$ cat config.mk
export PLATFORM = sky130hd
export DESIGN_NAME = reg_cpu_regbank
export DESIGN_NICKNAME = d
export VERILOG_FILES = /design/src/rtl/reg_cpu_regbank.sv
export SDC_FILE = /design/constraint.sdc
export NUM_CORES = 1
export LEC_CHECK = 0
export CORE_AREA = 2 2 442 444
export DETAILED_ROUTE_END_ITERATION = 12
export DIE_AREA = 0 0 444 446
export HOLD_SLACK_MARGIN = 0.06
export PLACE_DENSITY_LB_ADDON = 0.05
export SLEW_MARGIN = 20
export SYNTH_ARGS = -nofsm -noshare
export SYNTH_HDL_FRONTEND = slang
export SYNTH_SLANG_ARGS = --single-unit
$ cat constraint.sdc
create_clock -name reg_cpu_clk -period 6.48 [get_ports reg_cpu_clk]
set_clock_uncertainty 0.1 [all_clocks]
set_input_delay 1.296 -clock reg_cpu_clk [delete_from_list [all_inputs] [get_ports reg_cpu_clk]]
set_output_delay 1.296 -clock reg_cpu_clk [all_outputs]
set_load 0.01 [all_outputs]
$ cat src/rtl/reg_cpu_regbank.sv
// reg_cpu_regbank: register-bank slave on the reg_cpu bus with programmable latency.
// Optional byte enables with REG_CPU_REGBANK_BE_EN (adds the reg_cpu_be port).
module reg_cpu_regbank #(
    parameter int DW        = 32,
    parameter int AW        = 32,
    parameter int NUM_REGS  = 16,
    parameter int BASE_ADDR = 0,
    parameter int LAT       = 1,
    parameter logic [NUM_REGS-1:0] RO_MASK = '0
) (
    input  logic                   reg_cpu_clk,
    input  logic                   rst_n,
    input  logic                   reg_cpu_cs,
    input  logic [AW-1:0]          reg_cpu_addr,
    input  logic [DW-1:0]          reg_cpu_data_wr,
`ifdef REG_CPU_REGBANK_BE_EN
    input  logic [DW/8-1:0]        reg_cpu_be,
`endif
    input  logic                   reg_cpu_we,
    input  logic                   reg_cpu_re,
    output logic [DW-1:0]          reg_cpu_data_rd,
    output logic                   reg_cpu_wack,
    output logic                   reg_cpu_rdv,
    output logic                   reg_cpu_err,
    output logic [NUM_REGS*DW-1:0] reg_q,
    input  logic [NUM_REGS*DW-1:0] reg_hw_d,
    output logic [NUM_REGS-1:0]    reg_wr_pulse
);

    localparam int NB = DW / 8;
    localparam int LG = (NB > 1) ? $clog2(NB) : 0;
    localparam int IW = (NUM_REGS > 1) ? $clog2(NUM_REGS) : 1;
    localparam logic [AW-1:0] BASE  = AW'(BASE_ADDR);
    localparam logic [AW-1:0] ALIGN = AW'(NB - 1);
    localparam logic [AW-1:0] NR    = AW'(NUM_REGS);
    localparam logic [3:0]    CNT_INIT = 4'(LAT - 1);

    typedef enum logic [1:0] {
        S_IDLE,
        S_BUSY,
        S_RESP,
        S_DRAIN
    } state_t;

    state_t state_q, state_d;
    logic [3:0] cnt_q, cnt_d;
    logic       accept;
    logic       in_resp;

    logic [AW-1:0] cap_addr;
    logic [DW-1:0] cap_wd;
    logic [NB-1:0] cap_be;
    logic          cap_we;
    logic          cap_re;

    logic [AW-1:0] off;
    logic [AW-1:0] off_idx;
    logic [IW-1:0] sel;
    logic          dec_err;
    logic          ro_hit;
    logic          commit;
    logic [DW-1:0] rd_val;

    logic [DW-1:0] regs [NUM_REGS];

    // FSM state and latency counter register
    always_ff @(posedge reg_cpu_clk or negedge rst_n) begin
        if (!rst_n) begin
            state_q <= S_IDLE;
            cnt_q   <= '0;
        end else begin
            state_q <= state_d;
            cnt_q   <= cnt_d;
        end
    end

    // Next-state: accept in IDLE, count latency, one RESP cycle, drain held cs
    always_comb begin
        state_d = state_q;
        cnt_d   = cnt_q;
        accept  = 1'b0;
        unique case (state_q)
            S_IDLE: begin
                if (reg_cpu_cs && (reg_cpu_we || reg_cpu_re)) begin
                    accept = 1'b1;
                    if (LAT <= 1) begin
                        state_d = S_RESP;
                    end else begin
                        state_d = S_BUSY;
                        cnt_d   = CNT_INIT;
                    end
                end
            end
            S_BUSY: begin
                if (cnt_q <= 4'd1) begin
                    state_d = S_RESP;
                end else begin
                    cnt_d = cnt_q - 4'd1;
                end
            end
            S_RESP: begin
                state_d = S_DRAIN;
            end
            S_DRAIN: begin
                if (!reg_cpu_cs) begin
                    state_d = S_IDLE;
                end
            end
            default: begin
                state_d = S_IDLE;
            end
        endcase
    end

    assign in_resp = (state_q == S_RESP);

    // Request capture; bus inputs are only looked at while idle
    always_ff @(posedge reg_cpu_clk or negedge rst_n) begin
        if (!rst_n) begin
            cap_addr <= '0;
            cap_wd   <= '0;
            cap_we   <= 1'b0;
            cap_re   <= 1'b0;
        end else if (accept) begin
            cap_addr <= reg_cpu_addr;
            cap_wd   <= reg_cpu_data_wr;
            cap_we   <= reg_cpu_we;
            cap_re   <= reg_cpu_re;
        end
    end

`ifdef REG_CPU_REGBANK_BE_EN
    // Byte-enable capture alongside the request
    always_ff @(posedge reg_cpu_clk or negedge rst_n) begin
        if (!rst_n) begin
            cap_be <= '0;
        end else if (accept) begin
            cap_be <= reg_cpu_be;
        end
    end
`else
    assign cap_be = '1;
`endif

    assign off     = cap_addr - BASE;
    assign off_idx = off >> LG;
    assign sel     = off_idx[IW-1:0];
    assign dec_err = (cap_addr < BASE)
                   | ((off & ALIGN) != '0)
                   | (off_idx >= NR);
    assign ro_hit  = !dec_err && RO_MASK[sel];
    assign commit  = in_resp && cap_we && !cap_re
                   && !dec_err && !ro_hit;

    // Read mux: RO registers reflect hardware status, others the stored value
    always_comb begin
        rd_val = '0;
        if (!dec_err) begin
            if (RO_MASK[sel]) begin
                rd_val = reg_hw_d[int'(sel)*DW +: DW];
            end else begin
                rd_val = regs[sel];
            end
        end
    end

    // Response pulses; data_rd only changes on a read response
    always_ff @(posedge reg_cpu_clk or negedge rst_n) begin
        if (!rst_n) begin
            reg_cpu_wack    <= 1'b0;
            reg_cpu_rdv     <= 1'b0;
            reg_cpu_err     <= 1'b0;
            reg_cpu_data_rd <= '0;
            reg_wr_pulse    <= '0;
        end else begin
            reg_cpu_wack <= 1'b0;
            reg_cpu_rdv  <= 1'b0;
            reg_cpu_err  <= 1'b0;
            reg_wr_pulse <= '0;
            if (in_resp) begin
                if (cap_we) begin
                    reg_cpu_wack <= 1'b1;
                    reg_cpu_err  <= dec_err | cap_re | ro_hit;
                end else begin
                    reg_cpu_rdv     <= 1'b1;
                    reg_cpu_err     <= dec_err;
                    reg_cpu_data_rd <= rd_val;
                end
                if (commit) begin
                    reg_wr_pulse <= NUM_REGS'(1) << sel;
                end
            end
        end
    end

    // Register file: commit enabled bytes of a successful write
    always_ff @(posedge reg_cpu_clk or negedge rst_n) begin
        if (!rst_n) begin
            for (int i = 0; i < NUM_REGS; i++) begin
                regs[i] <= '0;
            end
        end else if (commit) begin
            for (int k = 0; k < NB; k++) begin
                if (cap_be[k]) begin
                    regs[sel][8*k +: 8] <= cap_wd[8*k +: 8];
                end
            end
        end
    end

    for (genvar g = 0; g < NUM_REGS; g++) begin : g_q
        assign reg_q[g*DW +: DW] = regs[g];
    end

endmodule
* Word-level counts from Yosys, hierarchy flattened
Memory sizes are Yosys's and may differ from the RTL's.
Cells that the tools add are included.
** Storage, ports and cells
- Bits in registers :: 635
- Bits in read-only memories :: 16
- Memories :: 1
- Bits of input ports :: 581
- Word-level logic and storage cells :: 101
- Output and inout bits :: 563
** Operators by class
- Mux-type cells :: 35
- $add $sub $neg :: 1
- Eq/ne operators :: 6
- Bitwise logic cells :: 7
- Order comparisons :: 6
- Reduce and logical (&&, ||, !) cells :: 16
- Shift operators :: 2
** Memory list
- (name not given) :: depth 16, bits a word 1, rd ports 1, clocked after Yosys merged registers in 0, write ports 0, line 159 : if (RO_MASK[sel]) begin
** Operator list (count)
- 512-bit bitwise mux :: 4
- 512-bit 2-to-1 mux :: 3
- 32-bit demux with 4-bit select :: 4
- 512-bit by 10-bit variable part select with 32-bit output :: 1
- 32-bit 2-to-1 mux :: 5
- 32-bit binary-select mux with 4-bit select :: 1
- 16-bit 2-to-1 mux :: 3
- 32-bit by 1-bit less-than comparator with 1-bit output, second input constant :: 1
- 32-bit nonzero test :: 1
- 30-bit by 5-bit greater-or-equal comparator with 1-bit output, second input constant :: 1
- 24-bit 2-to-1 mux :: 1
- 1-bit by 4-bit << shifter with 16-bit output, first input constant :: 1
- 1-bit 2-to-1 mux :: 9
- 8-bit 2-to-1 mux :: 1
- 2-bit one-hot mux with 4 select lines :: 1
- 1-bit logical AND :: 7
- 2-bit 2-to-1 mux :: 3
- 2-bit != test, second input constant :: 3
- 5-bit greater-or-equal comparator, second input constant :: 1
- 4-bit by 5-bit less-than comparator with 1-bit output, second input constant :: 1
- 5-bit by 1-bit less-than comparator with 1-bit output, second input constant :: 1
- 4-bit inverter with 5-bit output :: 1
- 2-bit == test, second input constant :: 2
- 4-bit by 1-bit <= comparator with 1-bit output, second input constant :: 1
- other kinds (9) :: 16

* Longest topological paths before layout
- Word-level depth :: 13
- Depth in mapped cells :: 8
- Gate-level depth less buffers :: 6

* Worst setup path before layout
Ideal clock, no wire load.
- Path type :: input port to flip-flop
- Start :: input port reg_cpu_re
- End :: register cap_addr[10]
- Setup time :: 0.125 ns
- Setup slack :: 3.608 ns
- Arrival :: 2.648 ns
- Path buffers :: 2
- Required time :: 6.255 ns
- Stages on the path :: 5
- Cell sequence :: o21ai_0 > or3_1 > clkbuf_1 > clkbuf_1 > mux2_2
** On the way
- Word-level cells in the longest chain between the ends :: 4
** RTL lines
- start, declared :: line 20 : input logic reg_cpu_re,
- 1-bit logical OR :: line 84 : if (reg_cpu_cs && (reg_cpu_we || reg_cpu_re)) begin
- 1-bit logical AND :: line 84
- 1-bit 2-to-1 mux :: line 84
- 1-bit 2-to-1 mux :: line 82 : unique case (state_q)
- end signal, assigned :: line 125 : cap_addr <= reg_cpu_addr;
- end, declared :: line 50 : logic [AW-1:0] cap_addr;
No other way between the ends.
A chain may end at the register's enable or synchronous reset.

* Final worst setup path
- Start :: register cap_addr[4]
- End :: register regs (netlist bit reg_q[251])
** On the way
- Word-level cells in the longest chain between the ends :: 9
** RTL lines
- parallel branches: the longest is 9 deep, another holds 32-bit by 1-bit less-than comparator with 1-bit output
- end signal, assigned by index :: line 205 : regs[sel][8*k +: 8] <= cap_wd[8*k +: 8];
- end, declared :: line 64 : logic [DW-1:0] regs [NUM_REGS];
Parallel ways; which one is timed is not known. The select of a mux whose other input is x is not followed.

==> flow_metrics.py <==
metrics = {
    "power_and_ir_drop": {
        "powerDensity_nw_per_um2": 319,
        "p_leak_nw": 17.7,
        "irDropWorstVdd_uv": 258,
    },
    "timing": {
        "worst_slack_ps": 2730,
        "hold_ws_ps": 364,
        "relSlewSlack_pct": 28.3,
        "rsz0062_at_grt": "no",
        "hold_viol_final": 0,
        "setup_violations": 0,
        "worstMarginPinSlew_ps": 1080,
        "slew_violations": 0,
        "period_needed_ps": 3750,
        "fin_setup_tns_ps": 0,
        "max_freq_mhz": 266,
        "finalCritPeriodShare_pct": 57.9,
    },
    "grt": {
        "grt_max_degree": 126,
        "grt_pass1_wl_um": 218000,
        "grt.overflow.total": 0,
        "antenna_found_initial": 12,
        "grt_usage_pct": 16.3,
        "grt_pass1_vias": 22500,
    },
    "clock_network": {
        "ctsHoldBuffers": 0,
        "h-tree-depth": 3,
        "clockRootBuffer": "clkbuf_16",
        "cts.clk_slew.worst_paths_ps": 50,
        "tritoncts": "yes",
        "post_cts_buffers": 0,
        "cts_sinks": 635,
        "clock_path_buffers": 3,
        "clock_latency_ps": 730,
        "cts_buffers": 92,
        "cts_resized": 0,
    },
    "logic_synthesis": {
        "syn_area_sq_um": 28500,
        "synth_most_common_cell": "dfrtp_1",
        "yosys-top-cells-area": "dfrtp_1, mux2_2, mux2i_1",
        "synth_top_area_share_pct": 55.8,
        "yosys_warnings": 0,
        "synth_common_cells": "dfrtp_1, mux2_2, mux2i_1",
        "synth_nets": 2582,
        "synth_edf_count": 0,
        "yosysSeqAreaShare_pct": 55.8,
        "post-synth-top-area-cell": "dfrtp_1",
        "synth_flop_cell": "dfrtp_1",
        "yosysUniqueCellTypes": 40,
        "syn_area_per_cell_sq_um": 14.2,
        "synth-seq-cells": 635,
        "synthCells": 1999,
        "async_flop_share_pct": 100,
    },
    "route": {
        "via_per_inst": 3.93,
        "routed_wl_um": 165000,
        "drt.antenna.violating_nets": 0,
        "drt_iter0_markers": 830,
        "drc": 0,
        "wl_per_cell_um": 31.6,
        "vias": 20500,
        "dr.pass1.iters": 5,
    },
    "setup_path": {
        "r2r_cells": 6,
        "path_cells": "buf_4 > nand2b_1 > nor4_4 > buf_4 > buf_4 > mux2_2",
        "endpoint": "reg_q[251]",
        "cp_data_arrival_time_ps": 4240,
        "cp_max_fo": 28,
        "path_class": "flop to flop",
        "crit_path_end_kind": "flop",
        "worst_path_max_delay_cell": "dfrtp_4",
        "crit-reg2reg-capture": "reg_q[251]",
        "crit_start": "cap_addr[4]",
        "cpPeakStageDelay_ps": 830,
        "r2r_start": "cap_addr[4]",
        "path_common_cell": "buf_4",
        "cp.required_ps": 6970,
        "r2r_slack_ps": 2730,
        "crit_path_start_kind": "flop",
    },
    "worst_hold_path": {
        "holdPathStages": 1,
        "min_path_type": "flop to flop",
    },
    "placed_design": {
        "dp_hpwl_um": 113000,
        "gp_congestion": 0.753,
        "place_inst": 5037,
        "port_buffers": 631,
        "post-place-ws_ps": 2530,
    },
    "outcome": {
        "status": "complete, no violations",
    },
    "floorplan": {
        "coreArea_sq_um": 194000,
        "rows": 162,
        "die_x_um": 444,
        "die-area_sq_um": 198000,
        "ios": 1144,
        "initial_utilization_pct": 14.7,
        "die_h_um": 446,
    },
    "cells_and_area": {
        "area_growth_pct": 43.0,
        "layout.cells.non_filler": 5206,
        "drive_above_1_share_pct": 25.3,
        "nets": 3173,
    },
    "flow_run": {
        "maxCapViolations": 0,
    },
}
-- stage by stage --
step	total power, mW	cell area [sq um]	util (%)
2_1_floorplan	6.25	28500	-
3_3_place_gp	8.12	37700	19.5
3_5_place_dp	8.16	37700	19.5
4_1_cts	13.4	40700	21.0
5_1_grt	13.6	40700	21.0
6_report	13.0	40700	21.0
-- kinds of logic after synthesis --
kind of cell               share of synthesized area, %
muxes                                              32.1
xor gates and xnor gates                         0.0923
and+or+nand+nor                                    3.71
DFF                                                55.8
buffers and inverters                              2.96
adders and majority gates                        0.0879
AOI/OAI and AO/OA                                  5.19
-- layout make-up --
class | count | area (sq um)
Antenna cell | 3 | 7.51
Clock buffer | 143 | 2760
Clock inverter | 22 | 225
Fill cell | 20600 | 153000
Inverter | 6 | 22.5
Multi-Input combinational cell | 1181 | 11800
Sequential cell | 635 | 15900
Tap cell | 2542 | 3180
Timing Repair Buffer | 674 | 6760
-- cell usage in the layout, fill, tap and decap left out, drive strengths merged, types with 6 or more instances in the layout --
cell type,n
a22oi,32
clkdlybuf4s50,630
o21ai,67
a311oi,32
buf,44
clkbuf,143
inv,10
a31oi,33
nor4,52
mux2i,192
mux2,578
mux4,32
o22ai,64
nor2b,35
dfrtp,635
nor2,19
nand4,6
nand2b,8
clkinv,14
nand2,9
-- state kept, by name, indices dropped and copies added, names as in the netlist --
register / cells
cap_wd: 32
cap_addr: 32
cnt_q: 4
reg_cpu_data_rd: 32
cap_we: 1
reg_wr_pulse: 16
reg_q: 512
reg_cpu_rdv: 1
cap_re: 1
reg_cpu_wack: 1
state_q: 2
reg_cpu_err: 1
-- worst min path at each step --
stage | from | endpoint | slack (ps)
3_3_place_gp | cnt_q[3] | cnt_q[3] | 370
3_5_place_dp | cnt_q[3] | cnt_q[3] | 360
2_1_floorplan | cnt_q[3] | cnt_q[3] | 340
5_1_grt | cnt_q[3] | cnt_q[3] | 390
4_1_cts | cnt_q[3] | cnt_q[3] | 370
6_report | cnt_q[3] | cnt_q[3] | 360
-- report_power, final --
part	internal [mW]	total (mW)	switching, mW	leakage, nW
combinational	0.887	2.68	1.79	7.54
sequential	4.19	5.21	1.02	8.73
clock	3.03	5.09	2.07	1.47
-- routing by layer --
layer  part of all wire [%]  up-vias  track usage [%]
li1                       -     8685                -
met1                     42    11000             19.6
met2                     46      646             26.4
met3                     10      131             7.46
met4                    1.9        4             3.91
met5                  0.014        -                0
-- critical path: cells and delay by family, from the launching register on --
| family | cells | cell delay [ps] |
|---|---|---|
| AND/OR/NAND/NOR | 2 | 810 |
| buffers and inverters | 3 | 1310 |
| flip-flops | 1 | 830 |
| multiplexers | 1 | 390 |
No activity file was read; power rests on OpenSTA's default activity.
